===== src/rtl/fas_serial_ctrl_if.sv =====
// Handshake and operand/result bundle for the bit-serial add/subtract sequencer.
// The master side issues requests; the slave side is the sequencer itself.
interface fas_serial_ctrl_if #(
    parameter int N = 8
);
    logic         start;
    logic [N-1:0] a_in;
    logic [N-1:0] b_in;
    logic         a_ns_in;
    logic         cin_in;
    logic         busy;
    logic         done;
    logic [N-1:0] result;
    logic         cout;
    logic         ovf;

    modport master (
        output start, a_in, b_in, a_ns_in, cin_in,
        input  busy, done, result, cout, ovf
    );

    modport slave (
        input  start, a_in, b_in, a_ns_in, cin_in,
        output busy, done, result, cout, ovf
    );
endinterface


===== src/rtl/fas_serial_ctrl.sv =====
// Bit-serial N-bit add/subtract sequencer around a single 1-bit fas cell,
// processing operands LSB-first with the carry/borrow held in a flop.
module fas (
    input  logic a,
    input  logic b,
    input  logic cin,
    input  logic a_ns,
    output logic s,
    output logic cout
);
    assign s    = a ^ b ^ cin;
    // a_ns=1 gives the add carry, a_ns=0 gives the subtract borrow
    assign cout = a_ns ? ((a & b) | (a & cin) | (b & cin))
                       : ((~a & b) | (~a & cin) | (b & cin));
endmodule

module fas_serial_ctrl #(
    parameter int N = 8
) (
    input  logic                 clk,
    input  logic                 rst_n,
    fas_serial_ctrl_if.slave     bus
);
    localparam int CW = $clog2(N);

    typedef enum logic [1:0] {IDLE, RUN, DONE} state_t;

    state_t       state_reg;
    logic [N-1:0] a_sh_reg;
    logic [N-1:0] b_sh_reg;
    logic [N-1:0] res_reg;
    logic [CW-1:0] cnt_reg;
    logic         op_reg;
    logic         carry_reg;
    logic         a_msb_reg;
    logic         b_msb_reg;
    logic         busy_reg;
    logic         done_reg;
    logic         ovf_reg;

    logic         fas_s;
    logic         fas_cout;
    logic         ovf_next;

    fas u_fas (
        .a    (a_sh_reg[0]),
        .b    (b_sh_reg[0]),
        .cin  (carry_reg),
        .a_ns (op_reg),
        .s    (fas_s),
        .cout (fas_cout)
    );

    // Overflow is judged from the MSB the cell produces on the final RUN edge.
    always_comb begin
        ovf_next = 1'b0;
        if (op_reg) begin
            ovf_next = (a_msb_reg == b_msb_reg) && (fas_s != a_msb_reg);
        end else begin
            ovf_next = (a_msb_reg != b_msb_reg) && (fas_s != a_msb_reg);
        end
    end

    always_ff @(posedge clk or negedge rst_n) begin
        if (!rst_n) begin
            state_reg <= IDLE;
            a_sh_reg  <= '0;
            b_sh_reg  <= '0;
            res_reg   <= '0;
            cnt_reg   <= '0;
            op_reg    <= 1'b0;
            carry_reg <= 1'b0;
            a_msb_reg <= 1'b0;
            b_msb_reg <= 1'b0;
            busy_reg  <= 1'b0;
            done_reg  <= 1'b0;
            ovf_reg   <= 1'b0;
        end else begin
            done_reg <= 1'b0;
            case (state_reg)
                RUN: begin
                    res_reg   <= {fas_s, res_reg[N-1:1]};
                    a_sh_reg  <= {1'b0, a_sh_reg[N-1:1]};
                    b_sh_reg  <= {1'b0, b_sh_reg[N-1:1]};
                    carry_reg <= fas_cout;
                    cnt_reg   <= cnt_reg + CW'(1);
                    if (cnt_reg == CW'(N - 1)) begin
                        state_reg <= DONE;
                        busy_reg  <= 1'b0;
                        done_reg  <= 1'b1;
                        ovf_reg   <= ovf_next;
                    end
                end
                default: begin
                    // IDLE and DONE both accept a new request; results persist otherwise
                    if (bus.start) begin
                        state_reg <= RUN;
                        busy_reg  <= 1'b1;
                        a_sh_reg  <= bus.a_in;
                        b_sh_reg  <= bus.b_in;
                        op_reg    <= bus.a_ns_in;
                        carry_reg <= bus.cin_in;
                        cnt_reg   <= '0;
                        res_reg   <= '0;
                        a_msb_reg <= bus.a_in[N-1];
                        b_msb_reg <= bus.b_in[N-1];
                    end else begin
                        state_reg <= IDLE;
                    end
                end
            endcase
        end
    end

    assign bus.busy   = busy_reg;
    assign bus.done   = done_reg;
    assign bus.result = res_reg;
    assign bus.cout   = carry_reg;
    assign bus.ovf    = ovf_reg;
endmodule


===== src/flat_wrapper.sv =====
// flat-port wrapper written by rule: the top's interface ports become plain ports
module fas_serial_ctrl_flat 
#(
    parameter int N = 8
)
  (clk, rst_n, bus_start, bus_a_in, bus_b_in, bus_a_ns_in, bus_cin_in, bus_busy, bus_done, bus_result, bus_cout, bus_ovf);
  fas_serial_ctrl_if #(.N(N)) bus_i ();
  input  logic clk;
  input  logic rst_n;
  input wire logic [$bits(bus_i.start)-1:0] bus_start;
  input wire logic [$bits(bus_i.a_in)-1:0] bus_a_in;
  input wire logic [$bits(bus_i.b_in)-1:0] bus_b_in;
  input wire logic [$bits(bus_i.a_ns_in)-1:0] bus_a_ns_in;
  input wire logic [$bits(bus_i.cin_in)-1:0] bus_cin_in;
  output wire logic [$bits(bus_i.busy)-1:0] bus_busy;
  output wire logic [$bits(bus_i.done)-1:0] bus_done;
  output wire logic [$bits(bus_i.result)-1:0] bus_result;
  output wire logic [$bits(bus_i.cout)-1:0] bus_cout;
  output wire logic [$bits(bus_i.ovf)-1:0] bus_ovf;
  assign bus_i.start = bus_start;
  assign bus_i.a_in = bus_a_in;
  assign bus_i.b_in = bus_b_in;
  assign bus_i.a_ns_in = bus_a_ns_in;
  assign bus_i.cin_in = bus_cin_in;
  assign bus_busy = bus_i.busy;
  assign bus_done = bus_i.done;
  assign bus_result = bus_i.result;
  assign bus_cout = bus_i.cout;
  assign bus_ovf = bus_i.ovf;
  fas_serial_ctrl #(.N(N)) u_core (.clk(clk), .rst_n(rst_n), .bus(bus_i));
endmodule

===== config.mk =====
export PLATFORM = sky130hd
export DESIGN_NAME = fas_serial_ctrl_flat
export DESIGN_NICKNAME = d
export VERILOG_FILES = /design/src/rtl/fas_serial_ctrl_if.sv /design/src/rtl/fas_serial_ctrl.sv /design/src/flat_wrapper.sv
export SDC_FILE = /design/constraint.sdc
export NUM_CORES = 1
export LEC_CHECK = 0
export ABC_AREA = 1
export CAP_MARGIN = 20
export CORE_ASPECT_RATIO = 2
export CORE_UTILIZATION = 54
export DETAILED_ROUTE_END_ITERATION = 8
export PLACE_DENSITY = 0.89
export SYNTH_ARGS = -nofsm -noshare
export SYNTH_HDL_FRONTEND = slang
export SYNTH_SLANG_ARGS = --single-unit
export TNS_END_PERCENT = 5

===== constraint.sdc =====
create_clock -name clk -period 2.5 [get_ports clk]
set_clock_uncertainty 0.2 [all_clocks]
set_input_delay 0.5 -clock clk [delete_from_list [all_inputs] [get_ports clk]]
set_output_delay 0.5 -clock clk [all_outputs]
set_load 0.02 [all_outputs]

==> out/summary.log, run 1 <==
INFO  run_status     result_of_the_run=completed
INFO  global_route   grt_remaining_overflow=0
INFO  worst_setup_path timing.critical_path.slowest_cell_delay=0.64ns
INFO  global_route   grt_antenna_before_repair=0
INFO  layout         multi_input_area=586um2
INFO  yosys          netlist-cell-type-count=23
INFO  global_route   first_global_vias=1211
INFO  layout         regArea=901um2
INFO  yosys          syn_avg_cell_area=8.92um2
INFO  clock_network  cts_root_buffer=sky130_fd_sc_hd__clkbuf_8
INFO  clock_network  cts_tree=done
INFO  layout         most_common_cell_after_layout_fill_and_taps_aside=sky130_fd_sc_hd__nand2_1
INFO  clock_network  post-cts-setup-buffers=0
INFO  yosys          postSynthNetCount=206
INFO  detailed_routing routed_wl=3090um
INFO  layout         layout_common_cells=65 x sky130_fd_sc_hd__nand2_1, 36 x sky130_fd_sc_hd__dfrtp_1, 32 x sky130_fd_sc_hd__clkdlybuf4s50_1, 20 x sky130_fd_sc_hd__inv_1, 14 x sky130_fd_sc_hd__nand3_1
INFO  yosys          yosys_warnings=0
INFO  timing         setup_repair_after_global_routing_missed_its_margin=false
INFO  layout         num-nets-final=242
INFO  job            drv_cap=0
INFO  placed_design  routabilityCongestion=0.794
INFO  yosys          yosys.area_share.adder=3.10%
INFO  placed_design  dp.final_hpwl=2150um
INFO  worst_setup_path critPathRequiredTime=1.80ns
INFO  worst_setup_path cpMaxStageDelayCell=sky130_fd_sc_hd__clkdlybuf4s50_1
INFO  yosys          syn-cell-area=1620um2
INFO  yosys          ys_seq_elements=36
INFO  global_route   grt.total_usage=24.3%
INFO  layout         syn_to_final_growth=26.3%
INFO  clock_network  cts-root-to-sink-buffers=2
INFO  global_route   pin_count_of_the_biggest_net_entering_global_routing=37
INFO  layout         nFillCells=206
INFO  layout         final_cells=247
INFO  timing         fmax=482MHz
INFO  worst_setup_path crit_family=buffers and inverters
INFO  yosys          multiplexer_fraction_of_the_synthesized_cell_area=0%
INFO  timing         timing.max_slew.rel_slack=70.2%
INFO  floorplan      start_util=57.6%
INFO  power_and_ir_drop pwr_density_cell=1250nW/um2
INFO  detailed_routing number_of_vias_per_cell_after_detailed_routing=5.21
INFO  detailed_routing via_total_after_detailed_routing=1288
INFO  worst_setup_path path_max_fanout=7
INFO  detailed_routing drc_errors=0
INFO  timing         total_count_of_max_transition_violations_in_the_final_report=0
INFO  power_and_ir_drop finalPower=2.56mW
INFO  timing         final_hold_viol_count=0
INFO  min_path       min_path_type=reg2reg
INFO  worst_setup_path timing.setup.critical_path_class=reg2out
INFO  layout         antenna_cells_inserted=0
INFO  layout         drive_gt1_share=9.17%
INFO  clock_network  clk_transition_reported_paths=0.07ns
INFO  floorplan      placeableCoreArea=2800um2
INFO  clock_network  cts-resized-gates=0
INFO  yosys          synth_compound_gate_area_share=7.59%
INFO  worst_setup_path crit_path_start_kind=flip-flop
INFO  min_path       hold_depth=1
INFO  worst_setup_path arrival=1.38ns
INFO  detailed_routing drt_pass1_iterations=4
INFO  worst_setup_path cp-end-kind=output pin
INFO  worst_setup_path critical_path_buf_inv_count=1
INFO  clock_network  hold_buffers=0
INFO  timing         final_min_period_over_clock_period=83.0%
INFO  timing         tns=0ns
INFO  floorplan      ioPinCount=33
INFO  timing         setup_viol_count_final=0
INFO  placed_design  place.port_buffers=32
INFO  worst_setup_path worst_r2r_path_depth=6
INFO  yosys          synth_simple_gate_area_share=25.6%
INFO  clock_network  clk-insertion-delay-late=0.29ns
INFO  power_and_ir_drop peakVddDrop=0.728mV
INFO  yosys          synthesized_area_fraction_occupied_by_xor_and_xnor_cells=0%
INFO  detailed_routing drtIter0Drc=42
INFO  floorplan      placement_rows=27
INFO  floorplan      die-height=79.3um
INFO  yosys          combinational_family_with_the_most_area_after_synthesis=simple AND/OR/NAND/NOR gates
INFO  detailed_routing ant_nets=0
INFO  placed_design  post-place-cells=239
INFO  clock_network  cts-buffers-inserted=5
INFO  worst_setup_path cp_cell_sequence=clkdlybuf4s50_1
INFO  global_route   grt_pass1_wl=5300um
INFO  timing         min_period=2.08ns
INFO  power_and_ir_drop cellLeakagePower=1.01nW
INFO  clock_network  clock_sink_count=36
INFO  yosys          yosysSeqAreaShare=55.8%
INFO  detailed_routing drt-wirelength-per-cell=12.5um
INFO  timing         worstMarginPinSlew=0.447ns
INFO  worst_setup_path worst-path-stages=1
INFO  floorplan      chip_width=40.7um
INFO  yosys          number_of_instances_in_the_synthesized_netlist=181
INFO  floorplan      dieArea=3230um2
INFO  clock_network  htree_levels=2
power breakdown:
| group | total, mW | internal [mW] | switching [mW] |
|---|---|---|---|
| Sequential | 1.00 | 0.842 | 0.161 |
| Combinational | 1.14 | 0.484 | 0.654 |
| Clock | 0.420 | 0.220 | 0.200 |
path summary, 6_finish.rpt:
path,startpoint,endpoint,slack (ns)
worst max-delay path,u_core.bus.cout$_DFFE_PN0P_,bus_cout,0.42
worst min-delay path,u_core.cnt_reg[0]$_DFFE_PN0P_,u_core.cnt_reg[0]$_DFFE_PN0P_,0.29
worst max register to register,u_core.state_reg[1]$_DFFE_PN0P_,u_core.bus.cout$_DFFE_PN0P_,1.00
worst min register to register,u_core.cnt_reg[0]$_DFFE_PN0P_,u_core.cnt_reg[0]$_DFFE_PN0P_,0.29
max in group asynchronous,rst_n,u_core.b_sh_reg[0]$_DFFE_PN0P_,1.36
min in group asynchronous,rst_n,u_core.a_sh_reg[4]$_DFFE_PN0P_,0.41
layer usage:
layer  up-vias  wire (um)  global-route usage, %
met3         7        106                   5.03
li1        637          -                      -
met4         0         88                   13.3
met5         -          0                      0
met2        43       1670                   37.3
met1       601       1230                   30.2
per-stage QoR:
step	setup slack (ns)	area (um2)	utilization [%]	hold slack (ns)
final	0.425	2040	72.8	0.285
after global routing	0.360	2040	72.8	0.308
after CTS	0.417	2040	72.8	0.287
after detailed placement	0.576	1950	69.5	0.275
after global placement	0.604	1950	69.5	0.265
after floorplan	1.13	1620	-	0.00441
cell usage after synthesis (all sizes together):
cell    number  share of area (%)
a21oi        1               0.31
a22o         2                1.1
buf          6                2.9
dfrtp       36                 56
ha           4                3.1
inv         22                5.1
nand2       67                 16
nand3       14                4.3
nand3b       1               0.46
nor2        12                4.6
o211ai       2                1.2
o21ai        6                1.9
o22ai        8                3.1
cell type report:
type                       instances  area share (%)
multi-input combinational        117            28.7
inverter                          22            4.05
clock buffer                       6            4.05
sequential                        36            44.1
tap                               29            1.78
clock inverter                     2           0.490
timing repair buffer              35            16.8
cells by family (layout without fill, tap and decap cells):
kind of cell             Yosys count  count (layout)
AND/OR/NAND/NOR                   94              94
flip-flops                        36              36
buffers and inverters             28              65
AO/OA/AOI/OAI                     19              19
adder cells (fa/ha/maj)            4               4
Note: power is estimated with default switching activity, not from simulation.
==> run 2: changes to the inputs <==
- CORE_UTILIZATION: 54 -> 50
- PLACE_DENSITY: 0.89 -> 0.84
- clock period: 2.5 -> 1.96 ns (I/O delays scaled with it)
==> run 2 against run 1 <==
  * Sequential power increased by 27%
  * Setup slack got worse by 0.32 ns
  * Combinational power increased by 30%
  * Die area increased by 7.7%
  * Wire length about the same
  * Core utilization decreased by 4.7 points
  * Power increased by 26%
  * Critical path depth unchanged
  * Global-route usage decreased by 3.1 points
  * Clock power increased by 15%
  * Critical path type unchanged
  * Highest routed layer unchanged
  * Via count increased by 1.0%
  * Final cell count unchanged
==> out/summary.log, run 2 (synthesis results as in run 1) <==
INFO  run_status     result_of_the_run=completed
INFO  layout         num-nets-final=242
INFO  clock_network  clk-insertion-delay-late=0.29ns
INFO  job            drv_cap=0
INFO  floorplan      dieArea=3480um2
INFO  clock_network  clock_sink_count=36
INFO  global_route   grt_remaining_overflow=0
INFO  global_route   grt_pass1_wl=5440um
INFO  layout         antenna_cells_inserted=0
INFO  global_route   grt.total_usage=21.2%
INFO  timing         tns=0ns
INFO  timing         final.hold.worst_slack=0.276ns
INFO  clock_network  cts_tree=done
INFO  floorplan      start_util=53.6%
INFO  detailed_routing ant_nets=0
INFO  detailed_routing via_total_after_detailed_routing=1301
INFO  worst_setup_path critPathRequiredTime=1.37ns
INFO  worst_setup_path arrival=1.27ns
INFO  detailed_routing drt-wirelength-per-cell=12.5um
INFO  clock_network  cts-buffers-inserted=5
INFO  worst_setup_path path_max_fanout=2
INFO  power_and_ir_drop peakVddDrop=0.900mV
INFO  floorplan      ioPinCount=33
INFO  layout         most_common_cell_after_layout_fill_and_taps_aside=sky130_fd_sc_hd__nand2_1
INFO  placed_design  routabilityCongestion=0.783
INFO  detailed_routing routed_wl=3090um
INFO  power_and_ir_drop finalPower=3.24mW
INFO  clock_network  cts-root-to-sink-buffers=2
INFO  layout         layout_common_cells=65 x sky130_fd_sc_hd__nand2_1, 36 x sky130_fd_sc_hd__dfrtp_1, 31 x sky130_fd_sc_hd__clkdlybuf4s50_1, 20 x sky130_fd_sc_hd__inv_1, 14 x sky130_fd_sc_hd__nand3_1
INFO  timing         setup_viol_count_final=0
INFO  clock_network  clk_transition_reported_paths=0.07ns
INFO  detailed_routing drc_errors=0
INFO  worst_setup_path timing.setup.critical_path_class=reg2out
INFO  power_and_ir_drop pwr_density_cell=1580nW/um2
INFO  timing         final_hold_viol_count=0
INFO  worst_setup_path crit_family=buffers and inverters
INFO  detailed_routing drt_pass1_iterations=4
INFO  clock_network  hold_buffers=0
INFO  detailed_routing number_of_vias_per_cell_after_detailed_routing=5.27
INFO  timing         total_count_of_max_transition_violations_in_the_final_report=0
INFO  floorplan      placement_rows=28
INFO  power_and_ir_drop share_clk_of_total_power=14.9%
INFO  detailed_routing drtIter0Drc=22
INFO  worst_setup_path cpMaxStageDelayCell=sky130_fd_sc_hd__clkdlybuf4s50_1
INFO  power_and_ir_drop comb_power_share=45.8%
INFO  floorplan      chip_width=42.2um
INFO  min_path       min_path_type=reg2reg
INFO  layout         drive_gt1_share=8.29%
INFO  clock_network  htree_levels=2
INFO  layout         syn_to_final_growth=27.0%
INFO  power_and_ir_drop internal-power=1.96mW
INFO  floorplan      die-height=82.4um
INFO  power_and_ir_drop cellLeakagePower=1.01nW
INFO  placed_design  place.port_buffers=32
INFO  timing         min_period=1.86ns
INFO  worst_setup_path timing.critical_path.slowest_cell_delay=0.62ns
INFO  clock_network  post-cts-setup-buffers=0
INFO  placed_design  dp.final_hpwl=2170um
INFO  layout         fin_util=68.1%
INFO  clock_network  cts-resized-gates=1
INFO  timing         worstMarginPinSlew=0.432ns
INFO  global_route   first_global_vias=1278
INFO  power_and_ir_drop power.net_switching=1.28mW
INFO  worst_setup_path critical_path_buf_inv_count=1
INFO  worst_setup_path cp_cell_sequence=clkdlybuf4s50_1
INFO  floorplan      placeableCoreArea=3010um2
INFO  worst_setup_path crit_path_start_kind=flip-flop
INFO  worst_setup_path cp-end-kind=output pin
INFO  power_and_ir_drop p_sw_share=39.5%
INFO  timing         fmax=538MHz
INFO  timing         timing.max_slew.rel_slack=71.2%
INFO  global_route   pin_count_of_the_biggest_net_entering_global_routing=37
INFO  timing         setup_repair_after_global_routing_missed_its_margin=false
INFO  global_route   grt_antenna_before_repair=0
INFO  clock_network  cts_root_buffer=sky130_fd_sc_hd__clkbuf_8
INFO  power_and_ir_drop part_of_the_total_power_dissipated_in_sequential_elements=39.3%
INFO  timing         final_min_period_over_clock_period=94.8%
run 2: final timing paths:
| kind | slack (ns) | cells past startpoint | start | end |
|---|---|---|---|---|
| setup / recovery | 0.10 | 1 | u_core.bus.result[6]$_DFFE_PN0P_ | bus_result[6] |
| hold / removal | 0.28 | 1 | u_core.cnt_reg[0]$_DFFE_PN0P_ | u_core.cnt_reg[0]$_DFFE_PN0P_ |
| setup reg to reg | 0.47 | 8 | u_core.a_sh_reg[0]$_DFFE_PN0P_ | u_core.bus.ovf$_DFFE_PN0P_ |
| hold reg to reg | 0.28 | 1 | u_core.cnt_reg[0]$_DFFE_PN0P_ | u_core.cnt_reg[0]$_DFFE_PN0P_ |
| max in group asynchronous | 0.94 | 2 | rst_n | u_core.a_sh_reg[0]$_DFFE_PN0P_ |
| min in group asynchronous | 0.31 | 2 | rst_n | u_core.a_sh_reg[5]$_DFFE_PN0P_ |
run 2: power groups by stage:
stage                     combinational (mW)  clock [mW]  sequential (mW)
after floorplan                        0.904           0             1.38
after detailed placement                1.50           0             1.29
after global placement                  1.46           0             1.27
after global routing                    1.66       0.541             1.31
after CTS                               1.51       0.495             1.27
final                                   1.48       0.484             1.27
run 2: area by class of cell:
class / count / area (um2)
Clock buffer: 6 / 72.6
Clock inverter: 1 / 5.00
Fill cell: 243 / 962
Inverter: 22 / 82.6
Multi-Input combinational cell: 117 / 586
Sequential cell: 36 / 901
Tap cell: 30 / 37.5
Timing Repair Buffer: 35 / 367
run 2: through the flow:
step,area [um2],worst slack [ns],std cells
4_1_cts,2050,0.0900,247
3_3_place_gp,1970,0.212,240
3_5_place_dp,1970,0.169,240
5_1_grt,2050,0.0489,247
6_report,2050,0.103,247
2_1_floorplan,1620,0.592,181
run 2: routing by layer:
metal / vias up / routed length, um / global-route usage (%)
met5: - / 0 / 0
met4: 0 / 114 / 13.4
met3: 10 / 108 / 6.09
met2: 35 / 1750 / 36.9
met1: 617 / 1120 / 22.0
li1: 639 / - / -
==> run 3: changes to the inputs <==
- CORE_MARGIN: default -> 3
- SKIP_CTS_REPAIR_TIMING: default -> 1
==> run 3 against run 2 <==
  * Register-to-register slack barely moved
  * Wire length rose by 1.5%
  * Critical path depth unchanged
  * Worst hold slack lost 0.0017 ns
  * Count of clock-buffer cells in the layout stayed put
  * Setup slack better by 0.0060 ns
  * Sequential cell count did not move
  * Fmax grew 0.33%
  * Global-route usage decreased by 2.4 points
  * Critical path type unchanged
  * Critical endpoint is now bus_result[5]
  * Largest power group unchanged
==> out/summary.log, run 3 (synthesis results as in run 1) <==
INFO  timing         fmax=540MHz
INFO  layout         syn_to_final_growth=28.7%
INFO  worst_setup_path cp-end-kind=output pin
INFO  worst_setup_path critPathRequiredTime=1.37ns
INFO  placed_design  postPlaceCellArea=1980um2
INFO  worst_setup_path crit_family=buffers and inverters
INFO  placed_design  post-place-cells=243
INFO  clock_network  htree_levels=2
INFO  timing         final_min_period_over_clock_period=94.4%
INFO  detailed_routing drt-wirelength-per-cell=12.5um
INFO  detailed_routing via_total_after_detailed_routing=1273
INFO  layout         nFillCells=248
INFO  floorplan      chip_width=46.2um
INFO  detailed_routing number_of_vias_per_cell_after_detailed_routing=5.07
INFO  timing         final.hold.worst_slack=0.274ns
INFO  power_and_ir_drop peakVddDrop=0.889mV
INFO  layout         drive_gt1_share=10.4%
INFO  layout         finalInstanceArea=2080um2
INFO  global_route   grt_remaining_overflow=0
INFO  detailed_routing drtIter0Drc=25
INFO  worst_setup_path critical_path_buf_inv_count=1
INFO  run_status     result_of_the_run=completed
INFO  worst_setup_path path_max_fanout=2
INFO  worst_setup_path cpMaxStageDelayCell=sky130_fd_sc_hd__clkdlybuf4s50_1
INFO  layout         most_common_cell_after_layout_fill_and_taps_aside=sky130_fd_sc_hd__nand2_1
INFO  timing         final_hold_viol_count=0
INFO  worst_setup_path cp_cell_sequence=clkdlybuf4s50_1
INFO  layout         multi_input_area=586um2
INFO  global_route   grt_pass1_wl=5420um
INFO  clock_network  clk-insertion-delay-late=0.29ns
INFO  floorplan      placeableCoreArea=3010um2
INFO  global_route   grt.total_usage=18.9%
INFO  detailed_routing ant_nets=0
INFO  detailed_routing drc_errors=0
INFO  timing         min_period=1.85ns
INFO  worst_setup_path crit_path_start_kind=flip-flop
INFO  floorplan      die-height=86.4um
INFO  worst_setup_path timing.setup.critical_path_class=reg2out
INFO  floorplan      dieArea=3990um2
INFO  clock_network  clk_transition_reported_paths=0.07ns
INFO  worst_setup_path timing.critical_path.slowest_cell_delay=0.61ns
INFO  global_route   pin_count_of_the_biggest_net_entering_global_routing=37
INFO  clock_network  cts-buffers-inserted=5
INFO  layout         num-nets-final=245
INFO  placed_design  routabilityCongestion=0.739
INFO  clock_network  cts_tree=done
INFO  clock_network  cts-root-to-sink-buffers=2
INFO  worst_setup_path arrival=1.26ns
INFO  floorplan      start_util=53.6%
INFO  detailed_routing routed_wl=3140um
INFO  layout         final_cells=251
INFO  job            drv_cap=0
INFO  placed_design  dp.final_hpwl=2280um
INFO  clock_network  clock_sink_count=36
INFO  clock_network  cts_root_buffer=sky130_fd_sc_hd__clkbuf_8
INFO  timing         timing.max_slew.rel_slack=70.3%
INFO  placed_design  place.port_buffers=32
INFO  power_and_ir_drop pwr_density_cell=1590nW/um2
INFO  layout         regArea=901um2
INFO  layout         layout_common_cells=65 x sky130_fd_sc_hd__nand2_1, 36 x sky130_fd_sc_hd__dfrtp_1, 31 x sky130_fd_sc_hd__clkdlybuf4s50_1, 20 x sky130_fd_sc_hd__inv_1, 14 x sky130_fd_sc_hd__nand3_1
INFO  global_route   grt_antenna_before_repair=0
INFO  timing         setup_repair_after_global_routing_missed_its_margin=false
INFO  floorplan      ioPinCount=33
INFO  global_route   first_global_vias=1283
INFO  layout         antenna_cells_inserted=0
INFO  layout         fin_util=69.0%
INFO  detailed_routing drt_pass1_iterations=4
INFO  timing         worstMarginPinSlew=0.446ns
INFO  min_path       min_path_type=reg2reg
INFO  floorplan      placement_rows=28
INFO  power_and_ir_drop cellLeakagePower=1.04nW
INFO  timing         setup_viol_count_final=0
INFO  timing         total_count_of_max_transition_violations_in_the_final_report=0
## run 3: per-stage QoR
stage	total power [mW]	setup WS (ns)	setup TNS, ns
3_3_place_gp	2.74	0.176	0
6_report	3.30	0.109	0
5_1_grt	3.59	0.0638	0
2_1_floorplan	2.29	0.592	0
4_1_cts	3.35	-0.0406	-0.0406
3_5_place_dp	2.79	0.173	0
## run 3: cell type report
type                    instances  area share [%]
multi-input cells             117            28.2
clock inverters                 2           0.481
inverters                      22            3.97
flip-flops and latches         36            43.3
clock buffers                   6            3.97
repair buffers                 38            18.3
well taps                      30            1.81
## run 3: routing by layer
layer | wire length, um | track usage (%)
met5 | 0 | 0
met4 | 106 | 10.9
met3 | 112 | 3.95
met2 | 1760 | 31.9
met1 | 1160 | 20.4
## run 3: worst paths after layout
path                                                  start                          endpoint  slack, ns  depth (start not counted)
setup / recovery           u_core.bus.result[5]$_DFFE_PN0P_                     bus_result[5]       0.11                          1
hold / removal                u_core.cnt_reg[0]$_DFFE_PN0P_     u_core.cnt_reg[0]$_DFFE_PN0P_       0.27                          1
setup reg to reg            u_core.state_reg[1]$_DFFE_PN0P_     u_core.cnt_reg[1]$_DFFE_PN0P_       0.46                          4
hold reg to reg               u_core.cnt_reg[0]$_DFFE_PN0P_     u_core.cnt_reg[0]$_DFFE_PN0P_       0.27                          1
max in group asynchronous                             rst_n    u_core.b_sh_reg[1]$_DFFE_PN0P_       0.92                          2
min in group asynchronous                             rst_n  u_core.bus.result[6]$_DFFE_PN0P_       0.31                          2
## run 3: power by group
part	internal [mW]	switching [mW]	total, mW
sequential	1.07	0.204	1.28
clock	0.280	0.248	0.528
combinational	0.656	0.840	1.50
